### config.mk
export PLATFORM = sky130hd
export DESIGN_NAME = quadrature_decoder
export DESIGN_NICKNAME = d
export VERILOG_FILES = /design/src/rtl/quadrature_decoder.sv
export SDC_FILE = /design/constraint.sdc
export NUM_CORES = 1
export LEC_CHECK = 0
export CORE_UTILIZATION = 57
export CTS_CLUSTER_SIZE = 20
export DETAILED_ROUTE_END_ITERATION = 6
export PLACE_DENSITY = 0.85
export SYNTH_ARGS = -nofsm -noshare
export SYNTH_HDL_FRONTEND = slang
export SYNTH_SLANG_ARGS = --single-unit
### constraint.sdc
create_clock -name clk -period 10.3 [get_ports clk]
set_input_delay 2.575 -clock clk [delete_from_list [all_inputs] [get_ports clk]]
set_output_delay 2.575 -clock clk [all_outputs]
set_load 0.01 [all_outputs]
### src/rtl/quadrature_decoder.sv
`default_nettype none
// +----------------------------------------------------------------------------+
// | Module      : quadrature_decoder                                           |
// | Description : A/B/index quadrature decoder with position counter, sticky   |
// |               illegal-transition flag and index capture. Define            |
// |               QDEC_FILTER_EN to add a FILT_LEN-sample input stability      |
// |               filter on the synchronized A and B channels.                 |
// | Revision    : 1.0 - initial release                                        |
// +----------------------------------------------------------------------------+
module quadrature_decoder #(
    parameter int WIDTH    = 32,
    parameter int FILT_LEN = 3
) (
    input  logic             clk,
    input  logic             rst,
    input  logic             a_in,
    input  logic             b_in,
    input  logic             idx_in,
    input  logic             clear,
    input  logic             err_clr,
    output logic [WIDTH-1:0] count,
    output logic             dir,
    output logic             step,
    output logic             err,
    output logic [WIDTH-1:0] idx_count
);

    logic       r_a_s1, r_a_s2;
    logic       r_b_s1, r_b_s2;
    logic       r_idx_s1, r_idx_s2, r_idx_d;
    logic [1:0] w_ab;
    logic [1:0] r_ab_prev;
    logic       r_primed;
    logic [1:0] w_pos_cur;
    logic [1:0] w_pos_prev;
    logic [1:0] w_delta;
    logic       w_up;
    logic       w_dn;
    logic       w_ill;
    logic       w_idx_rise;

    if (FILT_LEN < 1) begin : g_filt_len_invalid
        $error("quadrature_decoder: FILT_LEN must be at least 1");
    end

    always_ff @(posedge clk) begin
        if (rst) begin
            r_a_s1   <= 1'b0;
            r_a_s2   <= 1'b0;
            r_b_s1   <= 1'b0;
            r_b_s2   <= 1'b0;
            r_idx_s1 <= 1'b0;
            r_idx_s2 <= 1'b0;
        end else begin
            r_a_s1   <= a_in;
            r_a_s2   <= r_a_s1;
            r_b_s1   <= b_in;
            r_b_s2   <= r_b_s1;
            r_idx_s1 <= idx_in;
            r_idx_s2 <= r_idx_s1;
        end
    end

`ifdef QDEC_FILTER_EN
    localparam int c_FCW = (FILT_LEN > 1) ? $clog2(FILT_LEN) : 1;

    logic [1:0] w_sync;
    assign w_sync = {r_a_s2, r_b_s2};

    // A channel level is accepted only after FILT_LEN consecutive differing samples.
    for (genvar gi = 0; gi < 2; gi++) begin : g_filt
        logic [c_FCW-1:0] r_cnt;
        logic             r_lvl;

        always_ff @(posedge clk) begin
            if (rst) begin
                r_cnt <= '0;
                r_lvl <= 1'b0;
            end else if (w_sync[gi] == r_lvl) begin
                r_cnt <= '0;
            end else if (r_cnt >= c_FCW'(FILT_LEN - 1)) begin
                r_lvl <= w_sync[gi];
                r_cnt <= '0;
            end else begin
                r_cnt <= r_cnt + 1'b1;
            end
        end

        assign w_ab[gi] = r_lvl;
    end
`else
    assign w_ab = {r_a_s2, r_b_s2};
`endif

    // Map (A,B) onto a 2-bit phase so the up sequence 00,10,11,01 counts 0..3.
    assign w_pos_cur  = {w_ab[0], w_ab[1] ^ w_ab[0]};
    assign w_pos_prev = {r_ab_prev[0], r_ab_prev[1] ^ r_ab_prev[0]};
    assign w_delta    = w_pos_cur - w_pos_prev;
    assign w_up       = r_primed && (w_delta == 2'd1);
    assign w_dn       = r_primed && (w_delta == 2'd3);
    assign w_ill      = r_primed && (w_delta == 2'd2);
    assign w_idx_rise = r_idx_s2 && !r_idx_d;

    always_ff @(posedge clk) begin
        if (rst) begin
            count     <= '0;
            idx_count <= '0;
            dir       <= 1'b1;
            step      <= 1'b0;
            err       <= 1'b0;
            r_ab_prev <= 2'b00;
            r_primed  <= 1'b0;
            r_idx_d   <= 1'b0;
        end else begin
            r_ab_prev <= w_ab;
            r_primed  <= 1'b1;
            r_idx_d   <= r_idx_s2;
            step      <= w_up || w_dn;

            if (w_idx_rise) begin
                idx_count <= count;
            end

            if (w_up) begin
                count <= count + WIDTH'(1);
                dir   <= 1'b1;
            end else if (w_dn) begin
                count <= count - WIDTH'(1);
                dir   <= 1'b0;
            end

            // Clear wins over the count update only; dir and step still follow the edge.
            if (clear) begin
                count <= '0;
            end

            if (w_ill) begin
                err <= 1'b1;
            end else if (err_clr) begin
                err <= 1'b0;
            end
        end
    end

endmodule
`default_nettype wire

==> run metrics, run 1 <==
status=complete, no violations; post-CTS resize count=0; first-pass GRT wire length=15790 um; top cells by area, synth=dfxtp_1, nand2_1, ha_1; CTS tree=yes; Synth Area per Inst=8.124 um2; CP Capture Type=flip-flop; Leak=2.041 nW; Worst EP arrival=4960 ps; CP max FO=22; setup TNS=0 ps; die width=88.01 um; routed via count=~3800; Hold Buf Count CTS=0; Yosys top cell area share=between 30% and 40%; worst slew pin tran=approximately 640 ps; Max stage delay on crit path=480 ps; CP top delay family=compound AO/OA/AOI/OAI gates; RSZ-0062 raised after global routing=false; setup slack, reg-to-reg=5630 ps; all-layer global routing usage=26.09%; Slew headroom=57.24%; Cells after Synth=a little over 500; crit path time final=roughly 4700 ps; worst setup path category=flip-flop to flip-flop; Async S/R FF share, synth=0%; Yosys reg bits=77; Setup WS pre-CTS=5717 ps; largest net degree at the start of global routing=46; Initial Util=between 60% and 70%; Setup Buffers After CTS=0; number of remaining DRC errors=0; Fin. Hold Viols=0; dominant cell type by area after synthesis=dfxtp_1; post-layout util=74.48%; PnR worst setup slack=roughly 5600 ps; Die Y=88.01 um; worst path cell trace=xnor2_1 -> ha_1 -> xnor2_1 -> xnor2_1 -> nor2_1 -> inv_1 -> buf_4 -> ha_1 -> a21o_1 -> a21oi_1 -> nor2b_1 -> o31a_1 -> nor4b_2 -> o31ai_4 -> a311oi_2 -> xnor2_1 -> nand2_1 -> a21oi_1; Area Growth Syn to Fin=23.32%; depth of the CTS H-tree=3; die area=0.007746 mm2; CTS Sinks=77; Ys Warns=0; total length of routed wires=9743 um; total CTS buffers=9; Post-synth EDFFs=0; GR Overflow Total=0; Pre-Repair DR Iteration Count=4; Cell Area, Synth=between 0.004 and 0.005 mm2; Buffers on Ports=73; power per cell area=approximately 150 mW/mm2; fin nets=627; ys flop type=dfxtp_1; cell row count=30; count of endpoints failing setup in the final report=0; Routed Antenna Nets=0; Via density=between 5 and 6; clock skew=6.397 ps; Tcrit/Tclk final=45.36%; Detail Placement HPWL=6773 um; Peak Freq=214.0 MHz; Worst VDD drop=between 0.09 and 0.1 mV; core footprint=approximately 0.0070 mm2; fraction of layout cells with a size suffix above 1=7.627%; I/O pin cnt=between 70 and 80; CTS clk-pin slew, worst paths=80 ps; Worst Path Required=around 11000 ps; Max Slew Vio Count=0; startpoint types=flip-flop; Placer Congestion=0.9045; Max clock buf depth=2; vias in the first global route=approximately 3500; Critical path buffers and inverters=2; Hold WC Path Type=flip-flop to flip-flop; post-synthesis sequential area ratio=36.56%; Slowest-stage cell, CP=nor4b_2; Pwr Total=between 0.0007 and 0.0008 W; most used cell, CP=xnor2_1; n_diodes=0; Unique masters post-synth=56; max_cap viols=0; Initial DRC Count=176; WL per Instance=between 10 and 15 um; syn_nets=561; final hold slack=440.0 ps; # fillers=529; initial antenna violation count=0; Clock Tree Root=clkbuf_8; clk_lat worst skew=around 360 ps
synthesized netlist by cell type (2+ instances only):
library cell	n
ha_1	34
a211oi_1	4
o21ai_0	13
a21o_1	14
a21oi_2	2
a22o_1	2
o31ai_1	2
or4_1	2
dfxtp_1	77
xor2_1	9
nand2_1	123
inv_1	16
clkbuf_1	18
nor3_1	3
a21oi_1	83
a41oi_1	2
nand2b_1	4
o21a_1	2
o31ai_4	2
buf_1	4
nor2_1	18
nor2b_1	14
or2_2	2
nand3_1	10
nand4_1	2
a31oi_1	6
xnor2_1	20
o21ai_1	3
layout by cell type (no fill, tap or decap), types with 12 or more instances in the layout:
cell / instances
a21o_1: 14
a21oi_1: 83
clkdlybuf4s50_1: 73
dfxtp_1: 77
ha_1: 34
inv_1: 16
nand2_1: 123
nor2_1: 18
nor2b_1: 12
o21ai_0: 13
xnor2_1: 20
routing by layer:
| layer | vias up | global-route usage (%) | wire [um] |
|---|---|---|---|
| met5 | - | 0 | 0 |
| met4 | 0 | 11.00 | 148 |
| met3 | 15 | 4.430 | 547 |
| met2 | 90 | 43.97 | 4632 |
| met1 | 1732 | 33.00 | 4414 |
| li1 | 1926 | - | - |
registers in the layout, indices dropped and copies added, names as in the netlist:
name and cells:
r_ab_prev 2, r_b_s1 1, r_b_s2 1, idx_count 32, step 1, dir 1, r_a_s2 1, err 1
r_idx_d 1, r_idx_s2 1, r_primed 1, count 32, r_idx_s1 1, r_a_s1 1
worst paths after layout:
kind          endpoint     start  depth (start not counted)
max          count[26]    r_b_s2                         18
min           r_idx_s2  r_idx_s1                          1
max reg2reg  count[26]    r_b_s2                         18
min reg2reg   r_idx_s2  r_idx_s1                          1
where the power goes:
group          internal, W  total, W  switching (W)
combinational     0.000105  0.000236       0.000131
sequential        0.000306  0.000315     0.00000834
clock            0.0000906  0.000212       0.000121
through the flow:
stage | std cells | cell area (um2)
6_report | 686 | 5200
5_1_grt | 686 | 5200
4_1_cts | 686 | 5200
3_5_place_dp | 670 | 5019
3_3_place_gp | 670 | 5019
2_1_floorplan | 519 | 4217
kinds of logic (layout without fill, tap and decap cells):
group | Yosys count | after routing | share of synthesized area, %
compound gates | 148 | 148 | 22.43
buf+inv | 40 | 111 | 3.768
flops | 77 | 77 | 36.56
xor+xnor | 29 | 29 | 6.024
simple gates | 190 | 190 | 20.65
fa+ha+maj | 35 | 35 | 10.56
layout make-up:
class / count / area [um2] / share of cell area (%)
Clock inverter: 7 / 57.56 / 1.107
Tap cell: 96 / 120.1 / 2.310
Sequential cell: 77 / 1541 / 29.64
Multi-Input combinational cell: 402 / 2521 / 48.48
Timing Repair Buffer: 79 / 775.7 / 14.92
Clock buffer: 9 / 123.9 / 2.382
Inverter: 16 / 60.06 / 1.155
No activity file was read; power rests on OpenSTA's default activity.
==> run 2: changes to the inputs <==
- CORE_UTILIZATION: 57 -> 53
- PLACE_DENSITY: 0.85 -> 0.8
- clock period: 10.3 -> 4.5 ns (I/O delays scaled with it)
==> run metrics, run 2 (same netlist as run 1, synthesis figures left out) <==
status=complete, no violations; Leak=2.055 nW; count of endpoints failing setup in the final report=0; most common cell after layout, fill and taps aside=nand2_1; cell row count=32; Tcrit/Tclk final=91.02%; Slew headroom=52.04%; clock skew=7.108 ps; R2R depth=17; CP Capture Type=flip-flop; Max Slew Vio Count=0; RR Startpoint=r_b_s2; setup TNS=0 ps; Setup Buffers After CTS=0; Buffers on Ports=73; Area Growth Syn to Fin=24.27%; routed length on met1=4689 um; I/O pin cnt=74; Via density=5.548; crit path time final=4096 ps; WL per Instance=14.59 um; Initial DRC Count=155; setup slack, reg-to-reg=400 ps; power per cell area=around 350 mW/mm2; n_diodes=0; post-placement cell count=677; total CTS buffers=9; clk_lat worst skew=360 ps; max_cap viols=0; die area=0.008317 mm2; Placer Congestion=0.9578; core footprint=0.007727 mm2; Top Registers=count x32, idx_count x32, r_ab_prev x2; Max clock buf depth=2; GR Overflow Total=0; largest net degree at the start of global routing=45; Peak Freq=244.2 MHz; hold path endpoint=r_idx_s2; Die Y=roughly 91 um; design area=approximately 0.0052 mm2; non-filler cells, final=693; Detail Placement HPWL=6991 um; die width=91.20 um; Hold Crit Start=r_idx_s1; Worst Path Required=4720 ps; WL met2=approximately 4800 um; post-layout util=67.81%; hold path cells=1; startpoint types=flip-flop; worst slew pin tran=~720 ps; total length of routed wires=10110 um; Pre-Repair DR Iteration Count=5; metal3 WL=544 um; routed via count=3845; first-pass GRT wire length=around 17000 um; RSZ-0062 raised after global routing=false; placed cell area=0.005034 mm2; depth of the CTS H-tree=3; Hold WC Path Type=flip-flop to flip-flop; fin nets=628; Clock Tree Root=clkbuf_8; worst setup path category=flip-flop to flip-flop; CTS tree=yes; fraction of layout cells with a size suffix above 1=7.953%; Fin. Hold Viols=0; Worst VDD drop=0.1681 mV; all-layer global routing usage=24.97%; CP max FO=12; top sig layer=met4; CTS clk-pin slew, worst paths=90 ps; CTS Sinks=77; Critical R2R Capture=count[31]; Worst EP arrival=approximately 4300 ps; initial antenna violation count=0; Routed Antenna Nets=0; vias in the first global route=3675; Initial Util=54.57%; commonest non-fill, non-tap cells in the layout=nand2_1, a21oi_1, dfxtp_1; number of remaining DRC errors=0
## run 2: report_power, final
part,internal [W],switching [W],total (W)
registers,0.000701,0.0000197,0.000721
logic,0.000242,0.000304,0.000546
clock network,0.000265,0.000284,0.000549
## run 2: critical path, cell delays in order (launching register included)
cell and delay [ps]:
dfxtp_1 400, xnor2_1 100, ha_1 210, xnor2_1 200
xnor2_1 160, nor2_1 320, inv_2 200, buf_4 230
ha_1 380, nand2_1 120, nor2_1 290, and4_2 300
nand3_1 90, a31oi_1 320, o41ai_2 140, and3_1 190
nor3_1 240, nor3b_2 70
## run 2: how the worst max path moves through the flow
stage,startpoint,endpoint,cells past startpoint
floorplan,r_ab_prev[0],count[26],17
global placement,r_ab_prev[0],count[26],16
detailed placement,r_ab_prev[0],count[31],17
CTS,r_b_s2,count[26],16
global route,r_b_s2,count[31],17
finish,r_b_s2,count[31],17
## run 2: what timing repair did
| action | CTS | global route |
|---|---|---|
| hold buffers | 0 | 0 |
| endpoints found under the setup margin | 0 | 1 |
| gates resized for setup | 0 | 1 |
## run 2: per-stage QoR
| stage | worst slack [ps] | hold WS (ps) | power, W |
|---|---|---|---|
| floorplan | 506.1 | 413.8 | 0.001150 |
| global placement | 507.8 | 435.4 | 0.001258 |
| detailed placement | 397.0 | 431.0 | 0.001269 |
| CTS | 361.3 | 451.8 | 0.001819 |
| global route | 121.2 | 455.7 | 0.001909 |
| finish | 404.2 | 446.8 | 0.001815 |
## run 2: final cells by class
cell class | instances | area [um2]
well taps | 102 | 127.6
multi-input cells | 402 | 2521
flip-flops and latches | 77 | 1541
clock buffers | 9 | 123.9
repair buffers | 80 | 783.3
fillers | 637 | 2487
clock inverters | 7 | 82.58
inverters | 16 | 60.06
## run 2: layer usage
metal | track usage, % | vias up
li1 | - | 1926
met1 | 32.92 | 1782
met2 | 41.29 | 126
met3 | 4.523 | 11
met4 | 7.937 | 0
met5 | 0 | -
==> run 3: changes to the inputs <==
- CORE_UTILIZATION: 53 -> 64
- DONT_BUFFER_PORTS: unset -> 1
==> run metrics, run 3 (same netlist as run 1, synthesis figures left out) <==
worst setup path category=flip-flop to flip-flop; CTS Sinks=77; Initial DRC Count=between 150 and 200; crit path time final=4062 ps; Die Y=slightly above 80 um; CTS tree=yes; power per cell area=403.0 mW/mm2; clock power share=32.8%; Clock Tree Root=clkbuf_8; fin nets=554; non-filler cells, final=594; Leak=around 1.8 nW; net switching power=0.0005682 W; GR Overflow Total=0; Placer Congestion=0.9624; # fillers=504; Pint=0.001244 W; cell row count=29; largest net degree at the start of global routing=46; post-placement cell count=578; startpoint types=flip-flop; CTS clk-pin slew, worst paths=80 ps; Peak Freq=246.2 MHz; fraction of layout cells with a size suffix above 1=8.897%; core footprint=0.006350 mm2; commonest non-fill, non-tap cells in the layout=nand2_1, a21oi_1, dfxtp_1; Hold WC Path Type=flip-flop to flip-flop; all-layer global routing usage=~27%; part of the power in registers=between 40% and 50%; clock skew=11.64 ps; Routed Antenna Nets=0; Detail Placement HPWL=6421 um; Sw Ratio=31.35%; number of remaining DRC errors=0; depth of the CTS H-tree=3; worst path cell trace=xor2_1 -> ha_1 -> xnor2_1 -> xnor2_1 -> nor2_1 -> inv_2 -> buf_4 -> ha_1 -> nor2b_1 -> o31a_1 -> nor4b_2 -> o31ai_4 -> a41oi_1 -> xor2_1 -> a211oi_1; n_diodes=0; Worst EP arrival=roughly 4300 ps; total CTS buffers=9; Slew headroom=55.30%; Area Growth Syn to Fin=6.647%; Initial Util=66.40%; initial antenna violation count=0; Tcrit/Tclk final=around 90%; die width=83.17 um; routed via count=3530; Worst Path Required=4760 ps; CP Capture Type=flip-flop; RSZ-0062 raised after global routing=false; Max clock buf depth=2; combinational group share of total power=26.9%; WL per Instance=15.34 um; Pre-Repair DR Iteration Count=4; CP max FO=13; Max stage delay on crit path=470 ps; setup TNS=0 ps; worst slew pin tran=667.5 ps; Via density=5.943; Pwr Total=0.001812 W; count of endpoints failing setup in the final report=0; most common cell after layout, fill and taps aside=nand2_1; Slowest-stage cell, CP=nor4b_2; max_cap viols=0; final hold slack=between 400 and 500 ps; I/O pin cnt=74; total length of routed wires=9109 um; vias in the first global route=3420; FF/Latch Area=between 0.0015 and 0.002 mm2; Setup Buffers After CTS=0; first-pass GRT wire length=15430 um; clk_lat worst skew=360 ps; Top Registers=count x32, idx_count x32, r_ab_prev x2; die area=0.006917 mm2; Buffers on Ports=0; Max Slew Vio Count=0; status=complete, no violations; Worst VDD drop=0.2319 mV; Fin. Hold Viols=0; multi-input logic area=between 0.002 and 0.003 mm2
[run 3: cell types whose count changed in the layout (fill, tap and decap cells not counted), sizes merged]
cell           before  now
inv                19   17
buf                 7    6
clkbuf              9   10
clkdlybuf4s50      73    0
bufinv              1    2
clkinv              1    3
clkinvlp            2    0
[run 3: worst paths after layout]
kind	from	endpoint	slack, ps	depth (start not counted)
worst min register to register	r_idx_s1	r_idx_s2	440	1
worst min-delay path	r_idx_s1	r_idx_s2	440	1
worst max register to register	r_ab_prev[0]	count[28]	440	15
worst max-delay path	r_ab_prev[0]	count[28]	440	15
[run 3: critical path, delay by kind of cell, from the launching register on]
kind            cells  cell delay [ps]
buf+inv             2              460
fa+ha+maj           2              580
compound gates      4              940
xor+xnor            4              740
flops               1              380
simple gates        3              850
[run 3: power groups by stage]
stage | Sequential [W] | Combinational (W) | Clock (W)
final | 0.000730 | 0.000487 | 0.000595
after floorplan | 0.000739 | 0.000410 | 0
after global routing | 0.000733 | 0.000541 | 0.000630
after CTS | 0.000730 | 0.000483 | 0.000603
after detailed placement | 0.000746 | 0.000476 | 0
after global placement | 0.000746 | 0.000470 | 0
[run 3: repair_timing]
action,in CTS,in global routing
setup endpoints to repair,0,1
hold buffers,0,0
resized for setup,0,1
[run 3: final cells by class]
class / count / area share, %
Multi-Input combinational cell: 402 / 56.07
Sequential cell: 77 / 34.28
Clock buffer: 10 / 3.061
Tap cell: 77 / 2.142
Clock inverter: 6 / 2.115
Inverter: 16 / 1.336
Timing Repair Buffer: 6 / 1.002
[run 3: routing by layer]
metal | track usage [%] | routed length, um | up-vias
met3 | 6.362 | 595 | 13
met4 | 11.60 | 143 | 0
met1 | 34.75 | 4145 | 1624
met2 | 44.34 | 4224 | 114
met5 | 0 | 0 | -
li1 | - | - | 1779
[run 3: metrics by stage]
step                setup slack (ps)  area, um2  utilization (%)
detailed placement             402.2       4264            67.15
CTS                            339.7       4497            70.82
global route                   67.43       4497            70.82
floorplan                      506.1       4217                -
global placement               496.7       4264            67.15
finish                         438.2       4497            70.82
